File: src/rtl/mc_stage_sequencer.sv
// Stage sequencer for the multicycle RV32I core: decodes the fetched
// instruction into a microcode index, walks the stage index through
// IF/ID/EX/MEM/WB with per-class skips, and stalls on memory ready.
// {inst_idx, stage} addresses the microcode ROM.
module mc_stage_sequencer #(
  parameter int CNT_WIDTH  = 32,
  parameter int WAIT_LIMIT = 255
) (
  input  logic                 CLK,
  input  logic                 RST,
  input  logic [31:0]          imem_rdata,
  input  logic                 imem_ready,
  input  logic                 dmem_ready,
  input  logic                 halt_req,
  output logic [2:0]           stage,
  output logic [4:0]           inst_idx,
  output logic                 ir_we,
  output logic                 inst_end,
  output logic [CNT_WIDTH-1:0] retired,
  output logic                 halted,
  output logic                 illegal,
  output logic                 timeout
);

  // Counter only needs to reach WAIT_LIMIT-1; the limit cycle itself trips.
  localparam int WaitW = (WAIT_LIMIT < 2) ? 1 : $clog2(WAIT_LIMIT);

  typedef enum logic [1:0] {RUN, HALT, ERR} state_e;
  typedef enum logic [2:0] {
    ST_IF  = 3'd0,
    ST_ID  = 3'd1,
    ST_EX  = 3'd2,
    ST_MEM = 3'd3,
    ST_WB  = 3'd4
  } stage_e;

  state_e               state_q, state_d;
  stage_e               stage_q, stage_d;
  logic [4:0]           idx_q, idx_d;
  logic [CNT_WIDTH-1:0] retired_q, retired_d;
  logic                 halted_q, halted_d;
  logic                 illegal_q, illegal_d;
  logic                 timeout_q, timeout_d;
  logic [WaitW-1:0]     wait_q, wait_d;

  logic       dec_valid;
  logic [4:0] dec_idx;
  logic       waiting;
  logic       ir_we_c;
  logic       inst_end_c;

  logic [6:0] opc;
  logic [2:0] f3;
  logic [6:0] f7;

  // Register-number fields do not affect the microcode index.
  logic unused_rdata_bits;

  assign opc = imem_rdata[6:0];
  assign f3  = imem_rdata[14:12];
  assign f7  = imem_rdata[31:25];
  assign unused_rdata_bits = ^{imem_rdata[24:15], imem_rdata[11:7]};

  // Decode the fetched word into its microcode index, flagging encodings with no index.
  always_comb begin
    dec_valid = 1'b1;
    dec_idx   = 5'd0;
    case (opc)
      7'b0110011: begin
        case (f3)
          3'b000: begin
            if (f7 == 7'b0000000)      dec_idx = 5'd0;
            else if (f7 == 7'b0100000) dec_idx = 5'd1;
            else                       dec_valid = 1'b0;
          end
          3'b101: begin
            if (f7 == 7'b0000000)      dec_idx = 5'd8;
            else if (f7 == 7'b0100000) dec_idx = 5'd9;
            else                       dec_valid = 1'b0;
          end
          default: begin
            if (f7 != 7'b0000000) dec_valid = 1'b0;
            case (f3)
              3'b010:  dec_idx = 5'd2;
              3'b011:  dec_idx = 5'd3;
              3'b100:  dec_idx = 5'd4;
              3'b110:  dec_idx = 5'd5;
              3'b111:  dec_idx = 5'd6;
              default: dec_idx = 5'd7;
            endcase
          end
        endcase
      end
      7'b0010011: begin
        case (f3)
          3'b000: dec_idx = 5'd10;
          3'b010: dec_idx = 5'd12;
          3'b011: dec_idx = 5'd13;
          3'b100: dec_idx = 5'd14;
          3'b110: dec_idx = 5'd15;
          3'b111: dec_idx = 5'd16;
          3'b001: begin
            if (f7 == 7'b0000000) dec_idx = 5'd17;
            else                  dec_valid = 1'b0;
          end
          default: begin
            if (f7 == 7'b0000000)      dec_idx = 5'd18;
            else if (f7 == 7'b0100000) dec_idx = 5'd19;
            else                       dec_valid = 1'b0;
          end
        endcase
      end
      7'b0000011: begin
        if (f3 == 3'b010) dec_idx = 5'd20;
        else              dec_valid = 1'b0;
      end
      7'b0100011: begin
        if (f3 == 3'b010) dec_idx = 5'd21;
        else              dec_valid = 1'b0;
      end
      7'b1100111: dec_idx = 5'd22;
      7'b1101111: dec_idx = 5'd23;
      7'b1100011: begin
        case (f3)
          3'b000, 3'b001, 3'b100, 3'b101: dec_idx = 5'd24;
          3'b110, 3'b111:                 dec_idx = 5'd25;
          default:                        dec_valid = 1'b0;
        endcase
      end
      7'b0110111: dec_idx = 5'd26;
      7'b0010111: dec_idx = 5'd27;
      default:    dec_valid = 1'b0;
    endcase
  end

  // Next-state, stage walk, wait counting and the fetch/commit strobes.
  always_comb begin
    state_d    = state_q;
    stage_d    = stage_q;
    idx_d      = idx_q;
    retired_d  = retired_q;
    halted_d   = halted_q;
    illegal_d  = illegal_q;
    timeout_d  = timeout_q;
    wait_d     = wait_q;
    waiting    = 1'b0;
    ir_we_c    = 1'b0;
    inst_end_c = 1'b0;

    if (state_q == RUN) begin
      case (stage_q)
        ST_IF: begin
          if (imem_ready) begin
            ir_we_c = 1'b1;
            wait_d  = '0;
            if (dec_valid) begin
              idx_d = dec_idx;
              if (dec_idx == 5'd26)                         stage_d = ST_WB;
              else if (dec_idx == 5'd23 || dec_idx == 5'd27) stage_d = ST_EX;
              else                                          stage_d = ST_ID;
            end else begin
              state_d   = ERR;
              illegal_d = 1'b1;
              stage_d   = ST_IF;
            end
          end else if (halt_req) begin
            state_d  = HALT;
            halted_d = 1'b1;
            wait_d   = '0;
          end else begin
            waiting = 1'b1;
          end
        end
        ST_ID: begin
          stage_d = ST_EX;
          wait_d  = '0;
        end
        ST_EX: begin
          wait_d = '0;
          if (idx_q == 5'd24 || idx_q == 5'd25)      inst_end_c = 1'b1;
          else if (idx_q == 5'd20 || idx_q == 5'd21) stage_d = ST_MEM;
          else                                       stage_d = ST_WB;
        end
        ST_MEM: begin
          if (dmem_ready) begin
            wait_d = '0;
            if (idx_q == 5'd21) inst_end_c = 1'b1;
            else                stage_d = ST_WB;
          end else begin
            waiting = 1'b1;
          end
        end
        ST_WB: begin
          inst_end_c = 1'b1;
        end
        default: begin
          stage_d = ST_IF;
        end
      endcase

      if (inst_end_c) begin
        retired_d = retired_q + CNT_WIDTH'(1);
        stage_d   = ST_IF;
        wait_d    = '0;
        if (halt_req) begin
          state_d  = HALT;
          halted_d = 1'b1;
        end
      end

      if (waiting) begin
        if (wait_q == WaitW'(WAIT_LIMIT - 1)) begin
          state_d   = ERR;
          timeout_d = 1'b1;
          stage_d   = ST_IF;
          wait_d    = '0;
        end else begin
          wait_d = wait_q + WaitW'(1);
        end
      end
    end else begin
      stage_d = ST_IF;
      wait_d  = '0;
    end

    if (RST) begin
      ir_we_c    = 1'b0;
      inst_end_c = 1'b0;
    end
  end

  // State register with synchronous reset; a reset aborts any instruction in flight.
  always_ff @(posedge CLK) begin
    if (RST) begin
      state_q   <= RUN;
      stage_q   <= ST_IF;
      idx_q     <= 5'd0;
      retired_q <= '0;
      halted_q  <= 1'b0;
      illegal_q <= 1'b0;
      timeout_q <= 1'b0;
      wait_q    <= '0;
    end else begin
      state_q   <= state_d;
      stage_q   <= stage_d;
      idx_q     <= idx_d;
      retired_q <= retired_d;
      halted_q  <= halted_d;
      illegal_q <= illegal_d;
      timeout_q <= timeout_d;
      wait_q    <= wait_d;
    end
  end

  assign stage    = stage_q;
  assign inst_idx = idx_q;
  assign ir_we    = ir_we_c;
  assign inst_end = inst_end_c;
  assign retired  = retired_q;
  assign halted   = halted_q;
  assign illegal  = illegal_q;
  assign timeout  = timeout_q;

endmodule

File: config.mk
export PLATFORM = sky130hd
export DESIGN_NAME = mc_stage_sequencer
export DESIGN_NICKNAME = d
export VERILOG_FILES = /design/src/rtl/mc_stage_sequencer.sv
export SDC_FILE = /design/constraint.sdc
export NUM_CORES = 1
export LEC_CHECK = 0
export CORE_MARGIN = 3
export CORE_UTILIZATION = 44
export DETAILED_ROUTE_END_ITERATION = 7
export PLACE_DENSITY = 0.79
export SYNTH_ARGS = -nofsm -noshare
export SYNTH_HDL_FRONTEND = slang
export SYNTH_SLANG_ARGS = --single-unit
File: constraint.sdc
create_clock -name CLK -period 1.9 [get_ports CLK]
set_input_delay 0.38 -clock CLK [delete_from_list [all_inputs] [get_ports CLK]]
set_output_delay 0.38 -clock CLK [all_outputs]
set_load 0.01 [all_outputs]
# Word level (Yosys, flattened, before mapping)
# Cells that the tools add are included.
[totals] reg_bits=53 input_bits=37 out_inout_bits=45 elab_cells=137
[op_classes] add_sub_neg=2 eq_ne=31 mux=71 bitwise_logic=2 n_reduce_logical=23
[ops] op="8-bit 2-to-1 mux" n=6
[ops] op="5-bit case mux with 9 select lines" n=1
[ops] op="5-bit equality test, second input constant" n=7
[ops] op="5-bit case mux with 7 select lines" n=1
[ops] op="32-bit by 1-bit adder with 32-bit output, second input constant" n=1
[ops] op="3-bit 2-to-1 mux" n=10
[ops] op="3-bit case mux with 5 select lines" n=2
[ops] op="7-bit by 6-bit equality test with 1-bit output, second input constant" n=4
[ops] op="1-bit 2-to-1 mux" n=28
[ops] op="5-bit 2-to-1 mux" n=5
[ops] op="8-bit case mux with 3 select lines" n=1
[ops] op="7-bit equality test, second input constant" n=3
[ops] op="5-bit case mux with 2 select lines" n=2
[ops] op="2-bit 2-to-1 mux" n=9
[ops] op="3-bit equality test, second input constant" n=5
[ops] op="7-bit by 5-bit equality test with 1-bit output, second input constant" n=2
[ops] op="3-bit by 2-bit equality test with 1-bit output, second input constant" n=4
[ops] op="6-bit OR reduction" n=2
[ops] op="2-bit OR reduction" n=5
[ops] op="8-bit by 1-bit adder with 8-bit output, second input constant" n=1
[ops] op="8-bit equality test, second input constant" n=1
[ops] op="4-bit 2-to-1 mux" n=2
[ops] op="4-bit AND reduction" n=2
[ops] op="4-bit OR reduction" n=2
[ops] op="16 further kinds" n=23

# Longest topological paths before layout
[depth] ltp_word=15 mapped_depth=8 mapped_depth_nobuf=6

# Worst setup path after synthesis
# Ideal clock, no wire load.
[synth_timing] kind="input -> register" start="input port imem_rdata[14]" end="register idx_q[2], in the netlist inst_idx[2]" setup_ps=128 arrival_ps=1705 t_required_ps=1772 setup_slack_ps=67 stages=7 n_path_buf=1 path_cell_list="buf_2 nor4b_1 a31o_2 a211oi_4 o22ai_4 mux2i_1 nor2_1"
[synth_between] elab_chain_len=5 word_cells_on_any_way=23 classes_between="7 x eq/ne; 11 x mux; 5 x reduce/logical"
[synth_lines] element="start: declaration" line_no="11" rtl="input logic [31:0] imem_rdata,"
[synth_lines] element="3-bit by 2-bit equality test with 1-bit output (tied with other cells)"
[synth_lines] element="6-bit OR reduction (no source line) or 2-bit OR reduction (tied branches)"
[synth_lines] element="1-bit case mux with 2 select lines (tied with other cells)" line_no="95" rtl="case (f3)"
[synth_lines] element="1-bit case mux with 5 select lines" line_no="68" rtl="case (opc)"
[synth_lines] element="4-bit AND reduction (no source line)"
[synth_lines] element="end signal: assignment" line_no="246" rtl="idx_q <= idx_d;"
[synth_lines] element="end: declaration" line_no="39" rtl="logic [4:0] idx_q, idx_d;"
# Several ways; a longest one is shown, not always the timed one.
# A chain may end at the register's enable or synchronous reset.

# Final worst setup path
[layout_timing] start="register idx_q[1], in the netlist inst_idx[1]" end="register retired_q[13], in the netlist retired[13]"
[layout_between] elab_chain_len=6 word_cells_on_any_way=10 classes_between="3 x eq/ne; 5 x mux; 2 x reduce/logical"
[layout_lines] element="5-bit equality test, on equally long branches" line_no="187, 180"
[layout_lines] element="1-bit 2-to-1 mux or 1-bit logical OR (tied branches)" line_no="187, 180"
[layout_lines] element="1-bit 2-to-1 mux, on equally long branches" line_no="185, 180"
[layout_lines] element="1-bit case mux with 3 select lines *" line_no="151" rtl="case (stage_q)"
[layout_lines] element="1-bit 2-to-1 mux *" line_no="150" rtl="if (state_q == RUN) begin"
[layout_lines] element="2-bit AND reduction (no source line) *"
[layout_lines] element="end signal: assignment" line_no="247" rtl="retired_q <= retired_d;"
[layout_lines] element="end: declaration" line_no="40" rtl="logic [CNT_WIDTH-1:0] retired_q, retired_d;"
# Mark *: on every way between the ends. The rest lies on a longest branch, timed or not. The select of a mux whose other input is x is not followed.

==> flow_summary.ini <==
[flow_run]
cap_violations = 0

[sta]
worst_pin_slew_ns = 0.437
slew_headroom = 0.709
slew_violations = 0
setup_slack_ns = 0.0288
finalSetupViolCount = 0
max_freq_ghz = 0.534
fin_crit_sh = 0.985
clock_skew_ns = 0.0122
rsz0062_at_grt = yes
final.min_clock_period_ns = 1.87
hold_violations = 0
finalHoldWorstSlack_ns = 0.488

[floorplanning]
fp.dieH_um = 88.0
fp.dieW_um = 88.0
core_area_sq_mm = 0.00642
num_rows = 29
top_level_ports = 82
initial_core_util = 0.461
die_area_sq_mm = 0.00775

[placement]
dp_hpwl_um = 6010
post-place-ws_ns = -0.410
port_buffers = 66
routabilityCongestion = 0.901
dpl.cell_count = 539

[route]
first_pass_iters = 4
vias = 3004
vias_per_cell = 5.43
drtAntennaViolNets = 0
drc = 0
wl_per_cell_um = 14.8
wirelength_um = 8190
drt_iter0_drc = 190

[global_route]
grtUsageTotal = 0.212
antenna_found_initial = 0
grt_overflow = 0
grt_start_max_net_pins = 43
grt_pass1_wl_um = 13200
grt_pass1_vias = 2940

[critical_path]
r2r-start = inst_idx[1]
crit_type = reg -> reg
r2r-end = retired[13]
rr_worst_depth = 8
path_max_fanout = 15
cp_data_arrival_time_ns = 2.07
reg2reg_slack_ns = 0.03
startpoint_type = register
required_ns = 2.10
endpoint_kind = register

[hold_path]
min_from = timeout
min_path_type = reg -> reg
min_to = timeout
hold_depth = 2

[status]
status = finished clean

[pwr]
leakage_uw = 0.00172
power_uw = 2170
power.density_mw_per_mm2 = 491
vdd_drop_max_uv = 509

[yosys]
postSynthAreaPerCell_sq_um = 8.39
yosysSeqAreaShare = 0.358
synth_edf_count = 0
synth_fp_nets = 393
synth_seq_cells = 53
ys_types = 62
synthesis.area_sq_mm = 0.00296
yosysWarnings = 0
postSynthCellCount = 353
synth-main-ff-cell = dfxtp_1
ys_async_sr_fraction = 0

[cells_and_area]
diodes = 0
final_core_util = 0.687
drive_above_1_share = 0.263
nets = 515
area.growth.synth_to_final_pct = 49.0
fin_cells = 553

[clock_tree]
tritoncts = done
cts_buffer_depth = 2
path_clk_slew_ns = 0.10
root_buffer = clkbuf_8
cts_inserted_buffers = 5
worstSkewPairLatency_ns = 0.31
cts_num_sinks = 53
h-tree-depth = 2
cts-hold-fix-buffers = 0
worst max-delay path by stage:
stage              startpoint     endpoint  slack [ns]
2_1_floorplan  imem_rdata[14]  inst_idx[2]        0.07
3_3_place_gp              RST     inst_end       -0.40
3_5_place_dp              RST        ir_we       -0.41
4_1_cts            dmem_ready  retired[13]       0.004
5_1_grt           inst_idx[1]  retired[31]       -0.07
6_report          inst_idx[1]  retired[13]        0.03
cell usage in the layout, fill, tap and decap left out, types with 3 or more instances in the layout:
| cell | netlist | layout |
|---|---|---|
| dlymetal6s2s_1 | 0 | 5 |
| buf_4 | 1 | 62 |
| dlygate4sd2_1 | 0 | 7 |
| a211oi_1 | 5 | 4 |
| and2_1 | 7 | 5 |
| nand2_2 | 1 | 3 |
| nand3_1 | 17 | 16 |
| nor2_1 | 59 | 57 |
| clkdlybuf4s50_1 | 0 | 52 |
| and3_1 | 7 | 6 |
| and4_1 | 4 | 4 |
| dfxtp_1 | 53 | 45 |
| xor2_1 | 31 | 31 |
| nand2_1 | 29 | 27 |
| dfxtp_2 | 0 | 6 |
| buf_6 | 1 | 4 |
| nand3b_1 | 3 | 3 |
| xnor2_1 | 7 | 7 |
| clkbuf_8 | 0 | 5 |
| o21ai_0 | 11 | 11 |
| mux2i_1 | 3 | 3 |
| ha_1 | 3 | 3 |
| a211oi_4 | 3 | 3 |
| a21oi_1 | 14 | 12 |
| or3_1 | 4 | 3 |
| nand2b_1 | 4 | 3 |
| nand4_1 | 14 | 14 |
| nor2b_4 | 1 | 3 |
| inv_1 | 7 | 7 |
| nor2b_1 | 5 | 3 |
cell usage after synthesis, types with 2 or more instances:
master	count	area [sq um]
nor2_1	59	221
dfxtp_1	53	1060
xor2_1	31	272
nand2_1	29	109
nand3_1	17	85.1
a21oi_1	14	70.1
nand4_1	14	87.6
o21ai_0	11	55.1
clkbuf_1	9	33.8
and2_1	7	43.8
and3_1	7	43.8
inv_1	7	26.3
xnor2_1	7	61.3
buf_2	6	30.0
a211oi_1	5	37.5
nor2b_1	5	31.3
a31oi_1	4	25.0
and4_1	4	35.0
nand2b_1	4	25.0
or3_1	4	25.0
a211oi_4	3	60.1
ha_1	3	37.5
mux2i_1	3	30.0
nand3b_1	3	22.5
a32oi_1	2	17.5
and3b_1	2	17.5
and4bb_2	2	25.0
nor3_1	2	10.0
nor4_1	2	12.5
o211ai_1	2	15.0
report_power, final:
part | switching, uW | internal, uW
Sequential | 9.74 | 1120
Combinational | 127 | 137
Clock | 380 | 395
registers in the layout (all words and copies together), names as in the netlist:
register and count:
retired 32, wait_q 8, inst_idx 5, stage 3, state_q 2, halted 1
illegal 1, timeout 1
worst max-delay path: stages, from the launching register on:
cell and delay [ns]:
dfxtp_2 0.35, and4bb_2 0.34, nand4_4 0.13, buf_6 0.16, a211oi_4 0.27, buf_12 0.18, nand4_1 0.12, xor2_1 0.16
nor2_1 0.05
area by class of cell:
type	instances	area, sq um
sequential	53	1080
multi-input combinational	275	1910
clock buffer	5	68.8
timing repair buffer	133	1180
tap	77	96.3
fill	487	2010
inverter	7	26.3
clock inverter	3	46.3
cell families after synthesis:
| group | synth area share |
|---|---|
| AO/OA/AOI/OAI | 0.150 |
| XOR/XNOR | 0.112 |
| adder cells (fa/ha/maj) | 0.0127 |
| buffers and inverters | 0.0385 |
| flip-flops | 0.358 |
| multiplexers | 0.0139 |
| AND/OR/NAND/NOR | 0.314 |
routing by layer:
metal / vias up / part of all wire / GRT usage
met3: 17 / 0.032 / 0.0329
li1: 1483 / - / -
met1: 1436 / 0.43 / 0.263
met4: 0 / 0.020 / 0.0687
met5: - / 0 / 0
met2: 68 / 0.52 / 0.375
per-stage QoR:
step	cell area [sq um]	TNS, ns
floorplan	2960	0
global placement	4100	-11.03
detailed placement	4100	-12.42
CTS	4300	0
global route	4410	-0.627
finish	4410	0
repair_timing:
item                                    4_1_cts  5_1_grt
pin swaps                                     8       11
gates resized for setup                      29       33
endpoints found under the setup margin       24       35
buffers inserted                              5        1
Note: power is estimated with default switching activity, not from simulation.
==> variant 1: new RTL, config.mk and constraints unchanged <==
Re-encode `state_e` (3 states) as one-hot, 3 bits wide.
--- a/src/rtl/mc_stage_sequencer.sv
+++ b/src/rtl/mc_stage_sequencer.sv
@@ -25,7 +25,7 @@
   // Counter only needs to reach WAIT_LIMIT-1; the limit cycle itself trips.
   localparam int WaitW = (WAIT_LIMIT < 2) ? 1 : $clog2(WAIT_LIMIT);
 
-  typedef enum logic [1:0] {RUN, HALT, ERR} state_e;
+  typedef enum logic [2:0] {RUN = 3'b001, HALT = 3'b010, ERR = 3'b100} state_e;
   typedef enum logic [2:0] {
     ST_IF  = 3'd0,
     ST_ID  = 3'd1,
Function: same outputs for any inputs over 10 cycles, from zero or initial values and one cycle with RST high; not proved beyond that.
==> variant 1 against the unedited design <==
- the flow now finishes with violations (negative setup slack)
- die area increased by 5.4%
- sequential cell count rose by 1
- sequential share of layout area fell by 3.7 points
- utilization is 9.6 points higher
- total power is 5.3% higher
- clock skew grew 0.00085 ns
- cell area grew 21%
- setup slack got worse by 0.24 ns
- critical path depth increased by 1
- wire length grew 64%
- synthesized area rose by 5.7%
- critical path type unchanged
==> variant 1: results (changes against the unedited design) <==
<table>
<tr><th>Metric</th><th>Value</th></tr>
<tr><th colspan="2">Outcome</th></tr>
<tr><td>Run status</td><td>finished, violations left (was completed)</td></tr>
<tr><td>Failing checks</td><td>negative setup slack</td></tr>
<tr><th colspan="2">STA</th></tr>
<tr><td>Hold WS</td><td>0.481 ns (was 0.488 ns)</td></tr>
<tr><td>Setup skew after layout</td><td>0.0131 ns (was 0.0122 ns)</td></tr>
<tr><td>Worst Setup Slack, final</td><td>-0.207 ns (was 0.0288 ns)</td></tr>
<tr><td>Number of setup violations in the final report</td><td>40 (was 0)</td></tr>
<tr><th colspan="2">Global route</th></tr>
<tr><td>Vias in the first global route</td><td>3725 (was 2940)</td></tr>
<tr><td>Pin count of the biggest net entering global routing</td><td>41 (was 43)</td></tr>
<tr><th colspan="2">Placement</th></tr>
<tr><td>Total half-perimeter wirelength after legalization and detailed placement</td><td>6700 microns (was 6010 microns)</td></tr>
<tr><td>Pre-CTS setup slack</td><td>-0.762 ns (was -0.410 ns)</td></tr>
<tr><td>Cell area after placement</td><td>4500 sq um (was 4100 sq um)</td></tr>
<tr><th colspan="2">Setup path</th></tr>
<tr><td>Arrival time worst endpoint</td><td>2.32 ns (was 2.07 ns)</td></tr>
<tr><th colspan="2">Clock network</th></tr>
<tr><td>Clock latency on the worst-skew pair</td><td>0.33 ns (was 0.31 ns)</td></tr>
<tr><td>Post-CTS setup buffers</td><td>28 (was 5)</td></tr>
<tr><th colspan="2">Routing</th></tr>
<tr><td>Number of detailed-routing iterations run before antenna repair</td><td>5 (was 4)</td></tr>
<tr><th colspan="2">Power and ir drop</th></tr>
<tr><td>Switch share</td><td>0.293 (was 0.239)</td></tr>
<tr><th colspan="2">Final layout</th></tr>
<tr><td>Fraction of layout instances using a drive strength above 1</td><td>0.416 (was 0.263)</td></tr>
<tr><td>Fill cell total of the finished layout</td><td>399 (was 487)</td></tr>
<tr><th colspan="2">Logic synthesis</th></tr>
<tr><td>Commonest cells in the synthesized netlist</td><td>sky130_fd_sc_hd__dfxtp_1 (54), sky130_fd_sc_hd__nor2_1 (53), sky130_fd_sc_hd__nand2_1 (32), sky130_fd_sc_hd__a21oi_1 (21), sky130_fd_sc_hd__xnor2_1 (20) (was sky130_fd_sc_hd__nor2_1 (59), sky130_fd_sc_hd__dfxtp_1 (53), sky130_fd_sc_hd__xor2_1 (31), sky130_fd_sc_hd__nand2_1 (29), sky130_fd_sc_hd__nand3_1 (17))</td></tr>
<tr><td>Total nets after synthesis</td><td>422 (was 393)</td></tr>
</table>
==> variant 1: final cells by class <==
class	count	area share
Inverter	14	0.00983
Clock inverter	2	0.00234
Tap cell	96	0.0225
Timing Repair Buffer	191	0.306
Clock buffer	6	0.0154
Multi-Input combinational cell	300	0.437
Sequential cell	54	0.207
==> variant 1: logic make-up after synthesis <==
kind of cell / count (synthesis) / synth area share
muxes: 6 / 0.0200
AOI/OAI and AO/OA: 72 / 0.150
adders and majority gates: 3 / 0.0120
xor gates and xnor gates: 26 / 0.0727
and+or+nand+nor: 191 / 0.360
DFF: 54 / 0.345
buffers and inverters: 30 / 0.0400
==> variant 1: metal layers <==
metal / GRT usage / part of all wire / routed length (microns)
met1: 0.332 / 0.37 / 4930
met2: 0.453 / 0.48 / 6470
met3: 0.0517 / 0.089 / 1190
met4: 0.133 / 0.063 / 852
met5: 0 / 0 / 0
==> variant 2: new RTL, config.mk and constraints unchanged <==
Made on the original files. The parameter `WAIT_LIMIT` goes from 255 to 510.
--- a/src/rtl/mc_stage_sequencer.sv
+++ b/src/rtl/mc_stage_sequencer.sv
@@ -4,7 +4,7 @@
 // {inst_idx, stage} addresses the microcode ROM.
 module mc_stage_sequencer #(
   parameter int CNT_WIDTH  = 32,
-  parameter int WAIT_LIMIT = 255
+  parameter int WAIT_LIMIT = 510
 ) (
   input  logic                 CLK,
   input  logic                 RST,
Formal check against the unedited RTL: same outputs for any inputs over 4 cycles, from zero or initial values and one cycle with RST high; that may be too few to reach the edited logic, so the function may still have changed.
==> variant 2 against the unedited design <==
- synthesized area up 7.2%
- maximum frequency down 8.2%
- cell area up 19%
- largest power group unchanged
- wire length up 43%
- final cell count up 20%
- the run now ends with negative setup slack left
- non-clock buffer count up 43
- sequential cell count up 1
- setup slack worse by 0.17 ns
- total power up 6.3%
- global-route usage up 3.8 points
==> variant 2: results (changes against the unedited design) <==
<table>
<tr><th>Metric</th><th>Value</th></tr>
<tr><th colspan="2">STA</th></tr>
<tr><td>Number of setup violations in the final report</td><td>27 (was 0)</td></tr>
<tr><td>Setup skew after layout</td><td>0.00613 ns (was 0.0122 ns)</td></tr>
<tr><td>Worst Setup Slack, final</td><td>-0.138 ns (was 0.0288 ns)</td></tr>
<tr><th colspan="2">Logic synthesis</th></tr>
<tr><td>Area fraction of the dominant cell type after synthesis</td><td>0.341 (was 0.358)</td></tr>
<tr><td>Synth top area cells</td><td>sky130_fd_sc_hd__dfxtp_1 (34%), sky130_fd_sc_hd__a21oi_1 (5.7%), sky130_fd_sc_hd__nor2_1 (4.3%) (was sky130_fd_sc_hd__dfxtp_1 (36%), sky130_fd_sc_hd__xor2_1 (9.2%), sky130_fd_sc_hd__nor2_1 (7.5%))</td></tr>
<tr><td>Total nets after synthesis</td><td>441 (was 393)</td></tr>
<tr><th colspan="2">Placement</th></tr>
<tr><td>Final weighted congestion in routability-driven placement</td><td>0.998 (was 0.901)</td></tr>
<tr><td>Pre-CTS setup slack</td><td>-0.718 ns (was -0.410 ns)</td></tr>
<tr><th colspan="2">Outcome</th></tr>
<tr><td>Run status</td><td>finished, violations left (was completed)</td></tr>
<tr><td>Failing checks</td><td>negative setup slack</td></tr>
<tr><th colspan="2">Routing</th></tr>
<tr><td>Iteration-0 DRC count of the detailed router</td><td>365 (was 190)</td></tr>
<tr><td>Drt total wl</td><td>11700 microns (was 8190 microns)</td></tr>
<tr><th colspan="2">Setup path</th></tr>
<tr><td>Depth of the most critical reg-to-reg path</td><td>6 (was 8)</td></tr>
<tr><td>Crit path max fanout</td><td>6 (was 15)</td></tr>
<tr><th colspan="2">Power and ir drop</th></tr>
<tr><td>VDD IR max</td><td>0.351 mV (was 0.509 mV)</td></tr>
<tr><td>Static Leak</td><td>1.95 nW (was 1.72 nW)</td></tr>
<tr><th colspan="2">Final layout</th></tr>
<tr><td>Number of nets in the layout</td><td>607 (was 515)</td></tr>
<tr><th colspan="2">Global route</th></tr>
<tr><td>Vias in the first global route</td><td>3633 (was 2940)</td></tr>
<tr><td>Total Routing Usage GR</td><td>0.250 (was 0.212)</td></tr>
<tr><td>Wire length of the first global-routing pass</td><td>17200 microns (was 13200 microns)</td></tr>
</table>
variant 2: cell types whose count changed after synthesis, moves of 10 or more:
cell,change
sky130_fd_sc_hd__a21oi_1,+22
sky130_fd_sc_hd__inv_1,+10
sky130_fd_sc_hd__nor2_1,-23
sky130_fd_sc_hd__o21ai_0,+16
sky130_fd_sc_hd__or3_1,+17
sky130_fd_sc_hd__xor2_1,-24
variant 2: layer usage:
| metal | up-vias | share of wire | GRT usage |
|---|---|---|---|
| li1 | 1837 | - | - |
| met1 | 1857 | 0.40 | 0.321 |
| met2 | 191 | 0.50 | 0.418 |
| met3 | 40 | 0.068 | 0.0464 |
| met4 | 0 | 0.030 | 0.0867 |
| met5 | - | 0 | 0 |
variant 2: what timing repair did:
action,4_1_cts,5_1_grt
pin swaps,31,17
resized for setup,65,52
cloned,0,1
setup buffers,13,6
setup endpoints to repair,41,46
variant 2: worst paths after layout:
kind | from | to | slack [ns]
hold reg to reg | retired[31] | retired[31] | 0.50
hold / removal | retired[31] | retired[31] | 0.50
setup reg to reg | stage[2] | retired[24] | -0.14
setup / recovery | stage[2] | retired[24] | -0.14
variant 2: cells by family after synthesis:
family,after synthesis,share of synthesized area
buffers and inverters,34,0.0481
muxes,3,0.00946
xor gates and xnor gates,17,0.0469
and+or+nand+nor,175,0.305
adders and majority gates,3,0.0118
AOI/OAI and AO/OA,115,0.238
DFF,54,0.341
variant 2: power breakdown:
part	internal, mW	switching [mW]	total, mW
combinational	0.167	0.185	0.352
clock	0.394	0.409	0.803
sequential	1.14	0.00845	1.15
total	1.70	0.603	2.30
variant 2: per-stage QoR:
step	utilization	TNS, ns	cells
6_report	0.759	-2.24	664
5_1_grt	0.759	-4.55	664
4_1_cts	0.719	-0.929	657
3_5_place_dp	0.668	-20.41	637
3_3_place_gp	0.668	-18.78	637
2_1_floorplan	-	-1.14	401
variant 2: critical path, stage by stage, from the launching register on:
cell and delay [ns]:
sky130_fd_sc_hd__dfxtp_2 0.36, sky130_fd_sc_hd__buf_6 0.12, sky130_fd_sc_hd__and4b_2 0.31, sky130_fd_sc_hd__and3_4 0.26
sky130_fd_sc_hd__o211ai_1 0.22, sky130_fd_sc_hd__or4_1 0.53, sky130_fd_sc_hd__a21oi_1 0.17
variant 2: layout make-up:
class                   instances  area (sq um)  area share
multi-input cells             313          2320       0.442
repair buffers                176          1530       0.292
flip-flops and latches         54          1100       0.210
well taps                      96           120      0.0229
clock buffers                   6          72.6      0.0138
inverters                      17          63.8      0.0122
clock inverters                 2          37.5     0.00716
